==> src/rtl/uart_rx.sv <==
// uart_rx: 16x-oversampled serial receiver (1 start, DATA_BITS data LSB first, 1 stop).
// Presents each good word on RxData with a one-cycle RxD_done pulse and flags
// framing errors with a one-cycle RxD_ferr pulse.
// Optional build macro UART_RX_SYNC_EN: routes Rxd through a two-flop PCLK
// synchronizer (reset to 1) before any sampling logic.
//
// state | meaning
// ------+---------------------------------------------------------------
// IDLE  | line idle, counters cleared, waiting for a tick with Rxd low
// START | counting to mid start bit; high there means glitch -> IDLE
// DATA  | sampling each data bit at mid bit, shifting in LSB first
// STOP  | first tick with Rxd high accepts the frame; OVERSAMPLE low ticks -> ferr
module uart_rx #(
  parameter int DATA_BITS  = 32,
  parameter int OVERSAMPLE = 16
) (
  input  logic                 PCLK,
  input  logic                 PRESET,
  input  logic                 tick,
  input  logic                 Rxd,
  output logic [DATA_BITS-1:0] RxData,
  output logic                 RxD_done,
  output logic                 RxD_ferr,
  output logic                 RxBusy
);

  localparam int IW = (DATA_BITS > 1) ? $clog2(DATA_BITS) : 1;
  localparam int CW = $clog2(OVERSAMPLE);

  localparam logic [CW-1:0] HALF_M1  = CW'(OVERSAMPLE / 2 - 1);
  localparam logic [CW-1:0] FULL_M1  = CW'(OVERSAMPLE - 1);
  localparam logic [IW-1:0] LAST_IDX = IW'(DATA_BITS - 1);

  typedef enum logic [1:0] {
    S_IDLE  = 2'd0,
    S_START = 2'd1,
    S_DATA  = 2'd2,
    S_STOP  = 2'd3
  } state_t;

  state_t               state;
  state_t               state_nxt;
  logic [CW-1:0]        cnt;
  logic [IW-1:0]        idx;
  logic [DATA_BITS-1:0] shift;
  logic                 rx;

  // Decoded per-cycle controls from the output process
  logic cnt_clr;
  logic cnt_inc;
  logic idx_clr;
  logic idx_inc;
  logic sample_bit;
  logic done_nxt;
  logic ferr_nxt;

`ifdef UART_RX_SYNC_EN
  logic [1:0] rx_sync;

  // Two-flop synchronizer; resets to the idle line level so reset never looks like a start bit
  always_ff @(posedge PCLK) begin
    if (PRESET) rx_sync <= 2'b11;
    else        rx_sync <= {rx_sync[0], Rxd};
  end

  assign rx = rx_sync[1];
`else
  assign rx = Rxd;
`endif

  // State register
  always_ff @(posedge PCLK) begin
    if (PRESET) state <= S_IDLE;
    else        state <= state_nxt;
  end

  // Next-state decode; every transition is tick-qualified
  always_comb begin
    state_nxt = state;
    case (state)
      S_IDLE: begin
        if (tick && !rx) state_nxt = S_START;
      end
      S_START: begin
        if (tick && (cnt == HALF_M1)) state_nxt = rx ? S_IDLE : S_DATA;
      end
      S_DATA: begin
        if (tick && (cnt == FULL_M1) && (idx == LAST_IDX)) state_nxt = S_STOP;
      end
      S_STOP: begin
        if (tick && (rx || (cnt == FULL_M1))) state_nxt = S_IDLE;
      end
      default: state_nxt = S_IDLE;
    endcase
  end

  // Output/control decode for counters, shifter and result pulses
  always_comb begin
    cnt_clr    = 1'b0;
    cnt_inc    = 1'b0;
    idx_clr    = 1'b0;
    idx_inc    = 1'b0;
    sample_bit = 1'b0;
    done_nxt   = 1'b0;
    ferr_nxt   = 1'b0;
    case (state)
      S_IDLE: begin
        cnt_clr = 1'b1;
        idx_clr = 1'b1;
      end
      S_START: begin
        if (tick) begin
          if (cnt == HALF_M1) cnt_clr = 1'b1;
          else                cnt_inc = 1'b1;
        end
      end
      S_DATA: begin
        if (tick) begin
          if (cnt == FULL_M1) begin
            cnt_clr    = 1'b1;
            sample_bit = 1'b1;
            if (idx != LAST_IDX) idx_inc = 1'b1;
          end else begin
            cnt_inc = 1'b1;
          end
        end
      end
      S_STOP: begin
        // A stop bit may be a single tick long, so the first high tick wins
        if (tick) begin
          if (rx)                   done_nxt = 1'b1;
          else if (cnt == FULL_M1)  ferr_nxt = 1'b1;
          else                      cnt_inc  = 1'b1;
        end
      end
      default: begin
        cnt_clr = 1'b1;
        idx_clr = 1'b1;
      end
    endcase
  end

  // Tick counter and bit index
  always_ff @(posedge PCLK) begin
    if (PRESET) begin
      cnt <= '0;
      idx <= '0;
    end else begin
      if (cnt_clr)      cnt <= '0;
      else if (cnt_inc) cnt <= cnt + CW'(1);
      if (idx_clr)      idx <= '0;
      else if (idx_inc) idx <= idx + IW'(1);
    end
  end

  // Shift register: new bit enters at the MSB so the first bit ends in bit 0
  always_ff @(posedge PCLK) begin
    if (PRESET)          shift <= '0;
    else if (sample_bit) shift <= {rx, shift[DATA_BITS-1:1]};
  end

  // Registered result word and pulses; a framing error leaves RxData untouched
  always_ff @(posedge PCLK) begin
    if (PRESET) begin
      RxData   <= '0;
      RxD_done <= 1'b0;
      RxD_ferr <= 1'b0;
    end else begin
      RxD_done <= done_nxt;
      RxD_ferr <= ferr_nxt;
      if (done_nxt) RxData <= shift;
    end
  end

  assign RxBusy = (state != S_IDLE) && !PRESET;

endmodule

==> config.mk <==
export PLATFORM = sky130hd
export DESIGN_NAME = uart_rx
export DESIGN_NICKNAME = d
export VERILOG_FILES = /design/src/rtl/uart_rx.sv
export SDC_FILE = /design/constraint.sdc
export NUM_CORES = 1
export LEC_CHECK = 0
export CAP_MARGIN = 20
export CORE_UTILIZATION = 55
export CTS_BUF_LIST = sky130_fd_sc_hd__clkbuf_4 sky130_fd_sc_hd__clkbuf_8
export CTS_CLUSTER_DIAMETER = 150
export DETAILED_ROUTE_END_ITERATION = 10
export HOLD_SLACK_MARGIN = 0.15
export PLACE_DENSITY = 0.9
export SLEW_MARGIN = 15
export SYNTH_ARGS = -nofsm -noshare
export SYNTH_HDL_FRONTEND = slang
export SYNTH_SLANG_ARGS = --single-unit
==> constraint.sdc <==
create_clock -name PCLK -period 2.65 [get_ports PCLK]
set_input_delay 0.53 -clock PCLK [delete_from_list [all_inputs] [get_ports PCLK]]
set_output_delay 0.53 -clock PCLK [all_outputs]
set_load 0.03 [all_outputs]
-- Word level (Yosys, flattened, before mapping)
Index checks and enable logic that the tools add are counted.
- flip-flop bits (word level): 77
- bits of input ports: 4
- output and inout bits: 35
- word-level logic and storage cells: 64
- add/sub/neg operators: 2
- equal/unequal tests: 11
- multiplexer cells: 27
- bitwise operators: 2
- reductions and logical operators: 15
- operator list (operator ; count):
    $mux W1 ; 19
    $mux W2 ; 5
    $ne A2 B2 Y1 const B ; 4
    $pmux W2 S4 ; 1
    $logic_and A1 B1 Y1 ; 6
    $pmux W1 S3 ; 2
    $add A5 B1 Y5 const B ; 1
    $eq A5 B5 Y1 const B ; 1
    $ne A5 B5 Y1 const B ; 1
    $add A4 B1 Y4 const B ; 1
    $eq A2 B2 Y1 const B ; 2
    $eq A4 B3 Y1 const B ; 1
    $eq A4 B4 Y1 const B ; 1
    $reduce_and A4 Y1 ; 1
    $reduce_or A2 Y1 ; 2
    $reduce_or A4 Y1 ; 1
    $eq A2 B1 Y1 const B ; 1
    $logic_not A1 Y1 ; 2
    $logic_not A2 Y1 ; 1
    $not A1 Y1 ; 2
    $reduce_bool A2 Y1 ; 1
    $logic_or A1 B1 Y1 ; 1

-- Depth between registers and ports, before layout
- depth in word-level cells: 5
- gate-level depth with buffers: 8
- gate-level depth less buffers: 7

-- Least setup slack after synthesis
No wires, ideal clock.
- path kind: input-to-output
- start point: input PRESET
- end point: output RxBusy
- data arrival time: 1193 ps
- required time: 2120 ps
- path slack: 927 ps
- stages on the path: 3
- path buffers: 1
- path through: clkbuf_1 -> o21bai_1 -> inv_1
- longest elaborated chain between the ends: 2
- RTL lines (element ; RTL line ; source):
    from (decl) ; 18 ; input logic PRESET,
    $logic_not A1 Y1 ; 175 ; assign RxBusy = (state != S_IDLE) && !PRESET;
    $logic_and A1 B1 Y1 ; 175 ;
    to (decl) ; 24 ; output logic RxBusy
No other way between the ends.

==> flow_summary_export.csv <==
group,metric,value,unit
logic_synthesis,synth_top_family_by_area,"simple AND/OR/NAND/NOR gates",
clocking,root_buffer,"clkbuf_8",
critical_path,crit_path_max_fanout,6,
logic_synthesis,ys_seq_elements,77,
logic_synthesis,synth_compound_area_frac,0.1418,
grt,grt_pass1_vias,2223,
logic_synthesis,ys_seq_area_frac,0.5153,
grt,grt_usage,0.2251,
floorplanning,die_h,75.75,um
logic_synthesis,synth_top_area_frac,0.5153,
critical_path,worstReg2RegStart,"cnt[0]",
grt,grt-ovfl-total,0,
place,gp_congestion,0.7421,
timing,max_clock_freq,442.0,MHz
logic_synthesis,synthMuxAreaShare,0.02091,
timing,period_needed,2.262,ns
critical_path,reg2reg_to,"shift[0]",
logic_synthesis,synth_area,2992,um^2
timing,max_slew_margin,0.5479,
floorplanning,dieWidth,75.75,um
clocking,insertion_delay,0.34,ns
job,maxCapViolations,0,
clocking,cts.path.max_buffers,2,
critical_path,crit_arrival,1.73,ns
hold_path,holdPathEnd,"RxData[22]",
route,ant_nets,0,
route,wl_per_cell,12.32,um
logic_synthesis,synth_cells,372,
critical_path,reg2reg_depth,6,
hold_path,whs_path_depth,2,
critical_path,end_kind,"output port",
floorplanning,num_io_pins,39,
clocking,cts_sinks,77,
clocking,cts_hold_buf,0,
floorplanning,core,5172,um^2
place,place_hpwl,3639,um
critical_path,cp_top_family,"buffers and inverters",
finish,syn_to_final_growth,20.08,%
logic_synthesis,synth_xor_area_frac,0.01464,
logic_synthesis,synth_top_flop_cell,"dfxtp_1",
route,drt_iter0_drc,198,
timing,hold_violations,0,
logic_synthesis,synth_nets,379,
logic_synthesis,synth-simple-area-share,0.2363,
floorplanning,num_rows,26,
route,routed_via_density,5.316,
timing,fin_setup_tns,0,ns
timing,drv_slew,0,
critical_path,rrSetupSlack,0.77,ns
logic_synthesis,ys_types,35,
timing,final-setup-viol-count,0,
critical_path,slowest_delay,0.60,ns
timing,worst_pin_slew,0.6781,ns
clocking,numCtsBuffers,9,
logic_synthesis,yosysMostFrequentCell,"nand2_1",
route,drt-total-wl,5842,um
finish,nFillCells,374,
logic_synthesis,synth_common_cells,"135 x nand2_1, 77 x dfxtp_1, 66 x a21oi_1",
critical_path,crit_buf_inv,2,
critical_path,slowest_stage,"clkdlybuf4s50_1",
place,port_buffers,38,
timing,rsz0062_at_grt,"no",
finish,antenna_cells,0,
logic_synthesis,avgSynthCellArea,8.042,um^2
clocking,clk_pin_slew,0.08,ns
hold_path,worstHoldStart,"RxData[22]",
floorplanning,dieArea,5738,um^2
logic_synthesis,synth_area_leader_cell,"dfxtp_1",
finish,num-nets-final,406,
timing,period_share,0.8537,
timing,clock_skew,0.005186,ns
logic_synthesis,synth_area_leaders,"dfxtp_1 52%, nand2_1 17%, a21oi_1 11%",
logic_synthesis,yosysWarnings,0,
clocking,h-tree-depth,3,
critical_path,crit_chain,"o21bai_1 > inv_1 > clkdlybuf4s50_1",
power,leakage,1.202,nW
finish,finish.utilization,0.6945,
critical_path,critical_path_required,2.12,ns
finish,multi_input_area,1284,um^2
finish,seqCellArea,1541,um^2
route,vias,2520,
logic_synthesis,synth-edff-count,0,
critical_path,worstSetupPathType,"flip-flop to output port",
hold_path,hold_class,"flip-flop to flip-flop",
outcome,outcome,"finished clean",
grt,grt_max_degree,72,
critical_path,start_kind,"flip-flop",
floorplanning,start_util,0.5784,
power,ir_worst_vdd,353.7,uV
clocking,post_cts_resized,0,
power,power.density,615.5,nW/um^2
logic_synthesis,synth_fa_ha_area_frac,0.01255,
grt,grt_pass1_wl,9660,um
clocking,post_cts_buffers,0,
clocking,cts_tree,"built",
critical_path,path_depth,3,
route,dr.pass1.iters,4,
logic_synthesis,synthArstFlopShare,0,
finish,drive_above_1_share,0.07673,
grt,antenna_found_initial,0,
route,drc_errors,0,
-- layout by cell type (no fill, tap or decap), types with 3 or more instances in the layout --
master,count
clkbuf_8,11
nand2_1,135
dfxtp_1,77
clkdlybuf4s50_1,37
nand3_1,6
a21oi_1,66
inv_1,3
buf_4,8
xor2_1,4
mux2i_1,4
and3_1,3
nor2_1,11
a31oi_1,3
o21ai_0,3
nand4_1,3
ha_1,3
-- per-stage QoR --
step | setup slack [ns] | hold WS [ns] | total power [mW] | instance area (um^2) | cells
6_report | 0.3876 | 0.4549 | 2.211 | 3592 | 474
4_1_cts | 0.3643 | 0.4566 | 2.225 | 3592 | 474
3_5_place_dp | 0.3233 | 0.4458 | 1.229 | 3359 | 458
2_1_floorplan | 0.9265 | 0.4322 | 1.220 | 2992 | 372
5_1_grt | 0.2903 | 0.4721 | 2.286 | 3592 | 474
3_3_place_gp | 0.3888 | 0.4420 | 1.228 | 3359 | 458
-- registers in the layout, indices dropped and copies added (netlist names), named ones only --
signal    flops
RxD_done      1
shift        32
state         1
RxData       32
cnt           4
idx           5
RxD_ferr      1
-- worst reg2reg max path: cells and delay by family, from the launching register on --
| family | cells | cell delay (ns) |
|---|---|---|
| AND/OR/NAND/NOR | 3 | 0.65 |
| adder cells (fa/ha/maj) | 1 | 0.40 |
| flip-flops | 1 | 0.39 |
| buffers and inverters | 1 | 0.24 |
| AO/OA/AOI/OAI | 1 | 0.07 |
-- how the worst max path moves through the flow --
stage	to	from
after floorplan	RxBusy	PRESET
after global placement	shift[27]	tick
after detailed placement	shift[7]	tick
after CTS	RxBusy	flip-flop
after global routing	RxBusy	flip-flop
final	RxBusy	flip-flop
-- metal layers --
| metal | share of wire | global-route usage |
|---|---|---|
| met1 | 0.45 | 0.2705 |
| met2 | 0.48 | 0.3746 |
| met3 | 0.043 | 0.04762 |
| met4 | 0.022 | 0.1255 |
| met5 | 0 | 0 |
-- where the power goes --
part | total (mW) | internal, mW | switching (mW)
Clock | 1.01 | 0.583 | 0.425
Combinational | 0.0451 | 0.0127 | 0.0324
Sequential | 1.16 | 1.16 | 0.000551
Total | 2.21 | 1.75 | 0.458
-- cell families after synthesis --
group,count (synthesis)
compound gates,79
mux,6
flops,77
xor+xnor,5
simple gates,169
buf+inv,33
fa+ha+maj,3
-- final cells by class --
class | count | area share
Clock inverter | 5 | 0.02264
Clock buffer | 11 | 0.04215
Timing Repair Buffer | 46 | 0.1212
Inverter | 3 | 0.003135
Tap cell | 70 | 0.02438
Multi-Input combinational cell | 262 | 0.3574
Sequential cell | 77 | 0.4291
Power figures use the tool's default switching activity.
